**config.mk**
```make
export PLATFORM = sky130hd
export DESIGN_NAME = ahb_decoder_mux
export DESIGN_NICKNAME = d
export VERILOG_FILES = /design/src/rtl/ahb_decoder_mux_pkg.sv /design/src/rtl/ahb_decoder_mux_default_slave.sv /design/src/rtl/ahb_decoder_mux.sv
export SDC_FILE = /design/constraint.sdc
export NUM_CORES = 1
export LEC_CHECK = 0
export ABC_CLOCK_PERIOD_IN_PS = 1700
export CAP_MARGIN = 20
export CORE_MARGIN = 2
export CORE_UTILIZATION = 26
export DETAILED_ROUTE_END_ITERATION = 6
export GPL_TIMING_DRIVEN = 0
export PLACE_DENSITY = 0.89
export SYNTH_ARGS = -nofsm -noshare
export SYNTH_HDL_FRONTEND = slang
export SYNTH_SLANG_ARGS = --single-unit
```
**constraint.sdc**
```tcl
create_clock -name hclk -period 1.7 [get_ports hclk]
set_input_delay 0.255 -clock hclk [delete_from_list [all_inputs] [get_ports hclk]]
set_output_delay 0.255 -clock hclk [all_outputs]
set_load 0.05 [all_outputs]
```
**src/rtl/ahb_decoder_mux_pkg.sv**
```systemverilog
// Shared AHB-Lite types for the decoder/response mux and its default slave.
package AHB_package;

    typedef enum logic [1:0] {
        IDLE   = 2'b00,
        BUSY   = 2'b01,
        NONSEQ = 2'b10,
        SEQ    = 2'b11
    } htrans_type;

    typedef enum logic {
        OKAY  = 1'b0,
        ERROR = 1'b1
    } hresp_type;

    typedef enum logic [1:0] {
        DS_OK   = 2'b00,
        DS_ERR1 = 2'b01,
        DS_ERR2 = 2'b10
    } ds_state_t;

    function automatic logic is_active(input htrans_type t);
        return (t == NONSEQ) || (t == SEQ);
    endfunction

endpackage

```
**src/rtl/ahb_decoder_mux_default_slave.sv**
```systemverilog
// Default slave: two-cycle ERROR for accepted unmapped NONSEQ/SEQ transfers,
// plus a saturating count of those errors.
module ahb_default_slave
    import AHB_package::*;
#(
    parameter int unsigned ERR_CNT_WIDTH = 8
) (
    input  logic                     hclk,
    input  logic                     hreset,
    input  logic                     hready,
    input  logic                     unmapped_active,
    output logic                     ds_hready,
    output logic                     ds_hresp,
    output logic [ERR_CNT_WIDTH-1:0] dec_err_cnt
);

    ds_state_t                state_q, state_d;
    logic [ERR_CNT_WIDTH-1:0] cnt_q, cnt_d;
    hresp_type                resp;
    logic                     err_start;

    always_ff @(posedge hclk or posedge hreset) begin
        if (hreset) begin
            state_q <= DS_OK;
            cnt_q   <= '0;
        end else begin
            state_q <= state_d;
            cnt_q   <= cnt_d;
        end
    end

    always_comb begin
        state_d   = state_q;
        ds_hready = 1'b1;
        resp      = OKAY;
        err_start = 1'b0;
        case (state_q)
            DS_OK: begin
                if (hready && unmapped_active) begin
                    state_d   = DS_ERR1;
                    err_start = 1'b1;
                end
            end
            DS_ERR1: begin
                ds_hready = 1'b0;
                resp      = ERROR;
                state_d   = DS_ERR2;
            end
            DS_ERR2: begin
                resp = ERROR;
                // A new unmapped transfer here chains straight into the next error
                if (hready && unmapped_active) begin
                    state_d   = DS_ERR1;
                    err_start = 1'b1;
                end else begin
                    state_d = DS_OK;
                end
            end
            default: state_d = DS_OK;
        endcase

        cnt_d = cnt_q;
        if (err_start && (cnt_q != '1)) begin
            cnt_d = cnt_q + ERR_CNT_WIDTH'(1);
        end
    end

    assign ds_hresp    = resp;
    assign dec_err_cnt = cnt_q;

endmodule

```
**src/rtl/ahb_decoder_mux.sv**
```systemverilog
// AHB-Lite address decoder with boot remap and data-phase slave response mux
// for a single master port; unmapped transfers fall through to the default slave.
module ahb_decoder_mux
    import AHB_package::*;
#(
    parameter int unsigned SLV_NUM        = 4,
    parameter int unsigned AHB_ADDR_WIDTH = 32,
    parameter int unsigned AHB_DATA_WIDTH = 32,
    parameter logic [SLV_NUM-1:0][AHB_ADDR_WIDTH-1:0] LOW_ADDR =
        {32'h4000_0000, 32'h2000_0000, 32'h1000_0000, 32'h0000_0000},
    parameter logic [SLV_NUM-1:0][AHB_ADDR_WIDTH-1:0] HIGH_ADDR =
        {32'h4000_0FFF, 32'h2FFF_FFFF, 32'h1000_FFFF, 32'h0000_FFFF},
    parameter int unsigned REMAP_SLV      = 1,
    parameter int unsigned ERR_CNT_WIDTH  = 8
) (
    input  logic                              hclk,
    input  logic                              hreset,
    input  logic [AHB_ADDR_WIDTH-1:0]         haddr,
    input  htrans_type                        htrans,
    input  logic                              hremap,
    input  logic                              hready,
    output logic [SLV_NUM-1:0]                hsel,
    input  logic [SLV_NUM*AHB_DATA_WIDTH-1:0] s_hrdata,
    input  logic [SLV_NUM-1:0]                s_hreadyout,
    input  logic [SLV_NUM-1:0]                s_hresp,
    output logic [AHB_DATA_WIDTH-1:0]         hrdata,
    output logic                              hready_out,
    output logic                              hresp,
    output logic [ERR_CNT_WIDTH-1:0]          dec_err_cnt
);

    localparam int unsigned        SEL_W       = $clog2(SLV_NUM + 1);
    localparam logic [SEL_W-1:0]   SEL_DEFAULT = SEL_W'(SLV_NUM);

    logic             hit;
    logic [SEL_W-1:0] sel_d, sel_dp_q;
    logic             unmapped_active;
    logic             ds_hready, ds_hresp;

    // Range test as (haddr - LOW) <= (HIGH - LOW): one unsigned compare per region,
    // valid because every region has LOW <= HIGH. Lowest matching index wins.
    always_comb begin
        hit   = 1'b0;
        sel_d = SEL_DEFAULT;
        for (int unsigned i = 0; i < SLV_NUM; i++) begin
            if (!hit && ((haddr - LOW_ADDR[i]) <= (HIGH_ADDR[i] - LOW_ADDR[i]))) begin
                hit   = 1'b1;
                sel_d = SEL_W'(i);
            end
        end
        if (hit && hremap && (sel_d == '0)) begin
            sel_d = SEL_W'(REMAP_SLV);
        end
        hsel = '0;
        for (int unsigned i = 0; i < SLV_NUM; i++) begin
            hsel[i] = (sel_d == SEL_W'(i));
        end
    end

    assign unmapped_active = !hit && is_active(htrans);

    always_ff @(posedge hclk or posedge hreset) begin
        if (hreset) begin
            sel_dp_q <= SEL_DEFAULT;
        end else if (hready) begin
            sel_dp_q <= sel_d;
        end
    end

    always_comb begin
        hrdata     = '0;
        hready_out = ds_hready;
        hresp      = ds_hresp;
        for (int unsigned k = 0; k < SLV_NUM; k++) begin
            if (sel_dp_q == SEL_W'(k)) begin
                hrdata     = s_hrdata[k*AHB_DATA_WIDTH +: AHB_DATA_WIDTH];
                hready_out = s_hreadyout[k];
                hresp      = s_hresp[k];
            end
        end
    end

    ahb_default_slave #(
        .ERR_CNT_WIDTH(ERR_CNT_WIDTH)
    ) u_default_slave (
        .hclk           (hclk),
        .hreset         (hreset),
        .hready         (hready),
        .unmapped_active(unmapped_active),
        .ds_hready      (ds_hready),
        .ds_hresp       (ds_hresp),
        .dec_err_cnt    (dec_err_cnt)
    );

endmodule

```
==> run_results.csv <==
group,metric,value,unit
status,outcome,"finished with violations",
status,failed_checks,"negative setup slack",
die,die_w,91.6,um
clock_tree,cts_tree,"yes",
routing,routed_wl,10.0,mm
routing,post_drt_wl_per_cell,19.7,um
grt,grt_max_degree,14,
synthesis,synth.top_cell.area_share,38.3,%
layout,fin_util,66.5,%
layout,fin_cells,508,
synthesis,ys.flop_type,"dfrtp_1",
setup_path,critPathMaxFanout,10,
synthesis,ys_types,36,
die,core_area,7330,um2
sta,maxSlewViolCount,0,
grt,antenna_found_initial,0,
die,die_h,91.6,um
sta,period_minus_slack,2.00,ns
sta,worst_slack,-0.303,ns
clock_tree,insertion_delay,0.24,ns
sta,finalSetupViolCount,36,
setup_path,cp.required,1.44,ns
layout,nets,592,
routing,dr.pass1.iters,4,
sta,rsz0062_at_grt,"true",
power_and_ir_drop,powerDensity,672,nW/um2
die,rows,31,
clock_tree,cts_num_sinks,13,
sta,tightestPinTransition,0.508,ns
synthesis,synth_edf_count,0,
synthesis,netlist_instances,173,
sta,finClkSkew,0.00625,ns
setup_path,crit_path_end_kind,"output port",
grt,grt_pass1_vias,2768,
setup_path,cp.arrival,1.75,ns
power_and_ir_drop,power.leakage,0.00197,uW
clock_tree,ctsRootBufferMaster,"clkbuf_8",
grt,gr-total-overflow,0,
setup_path,cp_cell_sequence,"buf_12 > buf_12 > mux4_2 > and2_4 > buf_6",
layout,syn2layout_area_growth,144,%
sta,fmax,499,MHz
clock_tree,cts_max_level,1,
die,io_pins,220,
sta,hold_ws,0.336,ns
clock_tree,cts_hold_buf,0,
grt,grt_first_pass_wirelength,14.8,mm
hold_path,hold_path_class,"in2async",
setup_path,path_class,"reg2out",
synthesis,syn-num-nets,355,
setup_path,cpPeakStageDelay,0.51,ns
synthesis,ys_ff_latch,13,
routing,vias_per_cell,4.99,
synthesis,synth_seq_area_share,16.4,%
synthesis,synthArstFlopShare,100,%
job,cap_viol_max_count,0,
routing,drt_first_iter_violations,22,
clock_tree,clock_path_buffers,2,
die,dieArea,8400,um2
setup_path,critPathBufInv,3,
routing,antenna_left,0,
synthesis,yosysTopAreaCell,"mux4_2",
synthesis,syn_avg_cell_area,11.5,um2
setup_path,cp-start-kind,"register",
placed_design,port_buffers,205,
clock_tree,cts_buffers,3,
sta,tns,-9.11,ns
placed_design,gp_congestion,0.911,
sta,timing.final.crit_share,118,%
synthesis,ys_warn_count,0,
grt,grtUsageTotal,22.3,%
layout,antenna_cells,0,
setup_path,slowest_stage,"mux4_2",
routing,drcViolationCount,0,
layout,final_layout_size_suffix_gt1_share,49.9,%
synthesis,post-synth-top-count-cell,"mux4_2",
sta,slew_headroom,66.1,%
synthesis,synth.area.top_cells,"mux4_2, dfrtp_1, and2_1, ha_1, nor4_4",
power_and_ir_drop,vdd_drop_max,0.000505,V
placed_design,dp.cells,477,
clock_tree,clkSlewWorstSetupHoldPaths,0.06,ns
placed_design,hpwl,7.39,mm
synthesis,synthesis.area,2000,um2
synthesis,synthTopCellsByCount,"mux4_2, and2_1, dfrtp_1",
sta,hold_viol,0,
routing,vias,2537,
die,initial_utilization,27.2,%
setup_path,cp_common_cell,"buf_12",
placed_design,dpl_worst_slack,-1.04,ns
setup_path,crit_family,"multiplexers",
repair_timing:
item | CTS | global route
pin swaps | 17 | 24
setup endpoints to repair | 57 | 45
setup buffers | 22 | 8
cloned | 1 | 1
resized for setup | 400 | 37
registers in the layout (all words and copies together) (netlist names):
signal                       flops
u_default_slave.state_q          2
u_default_slave.dec_err_cnt      8
sel_dp_q                         3
metal layers:
layer  vias up  track usage, %  wire length [um]
met3        26            4.93               774
met2       146            42.7              5500
met5         -               0                 0
li1       1142               -                 -
met4         0            8.46               351
met1      1223            23.5              3380
worst register-to-register path, delay by kind of cell, from the launching register on:
kind                     cells  cell delay, ns
multiplexers                 1            0.31
AND/OR/NAND/NOR              4            0.67
adder cells (fa/ha/maj)      1            0.18
flip-flops                   1            0.44
layout by cell type, fill, tap and decap left out, types with 4 or more instances in the layout:
| cell type | instances |
|---|---|
| buf_6 | 42 |
| and2_4 | 31 |
| buf_12 | 4 |
| nor3_2 | 4 |
| buf_2 | 8 |
| clkdlybuf4s50_1 | 139 |
| nand2_1 | 7 |
| clkbuf_2 | 5 |
| buf_4 | 16 |
| mux4_2 | 34 |
| xor2_1 | 6 |
| dfrtp_1 | 6 |
| buf_8 | 10 |
| dfrtp_2 | 6 |
| dlygate4sd2_1 | 15 |
| ha_4 | 5 |
| nor4_4 | 6 |
through the flow:
| stage | total power (uW) | area (um2) |
|---|---|---|
| 3_3_place_gp | 2550 | 4260 |
| 3_5_place_dp | 2610 | 4260 |
| 2_1_floorplan | 1740 | 2090 |
| 5_1_grt | 3440 | 4880 |
| 6_report | 3280 | 4880 |
| 4_1_cts | 3100 | 4740 |
power breakdown:
group	total [uW]	internal [uW]	switching [uW]
logic	2440	1200	1240
registers	564	424	140
clock network	274	162	112
cells by family after synthesis:
group | count (synthesis) | share of synthesized area (%)
and+or+nand+nor | 76 | 25.3
muxes | 37 | 40.0
buffers and inverters | 20 | 4.76
DFF | 13 | 16.4
AOI/OAI and AO/OA | 10 | 4.26
xor gates and xnor gates | 9 | 4.32
adders and majority gates | 8 | 5.01
final timing paths:
path                            cells past startpoint                                          to                                        from  slack, ns
worst max-delay path                                5                                  hrdata[17]                     sel_dp_q[0]$_DFFE_PP0P_      -0.30
worst min register to register                      1  u_default_slave.dec_err_cnt[4]$_DFFE_PP0P_  u_default_slave.dec_err_cnt[4]$_DFFE_PP0P_       0.51
worst max register to register                      6  u_default_slave.dec_err_cnt[1]$_DFFE_PP0P_  u_default_slave.dec_err_cnt[0]$_DFFE_PP0P_      -0.01
max in group asynchronous                           2                     sel_dp_q[1]$_DFFE_PP0P_                                      hreset       0.99
worst min-delay path                                2  u_default_slave.dec_err_cnt[7]$_DFFE_PP0P_                                      hreset       0.34
min in group hclk                                   2                     sel_dp_q[2]$_DFFE_PP1P_                                      hready       0.46
layout make-up:
| type | instances | area [um2] |
|---|---|---|
| Buffer | 10 | 103 |
| Inverter | 7 | 31.3 |
| Clock inverter | 1 | 5.00 |
| Tap cell | 99 | 124 |
| Multi-Input combinational cell | 140 | 1860 |
| Fill cell | 534 | 2450 |
| Sequential cell | 13 | 334 |
| Timing Repair Buffer | 235 | 2380 |
| Clock buffer | 3 | 41.3 |
Note: power is estimated with default switching activity, not from simulation.
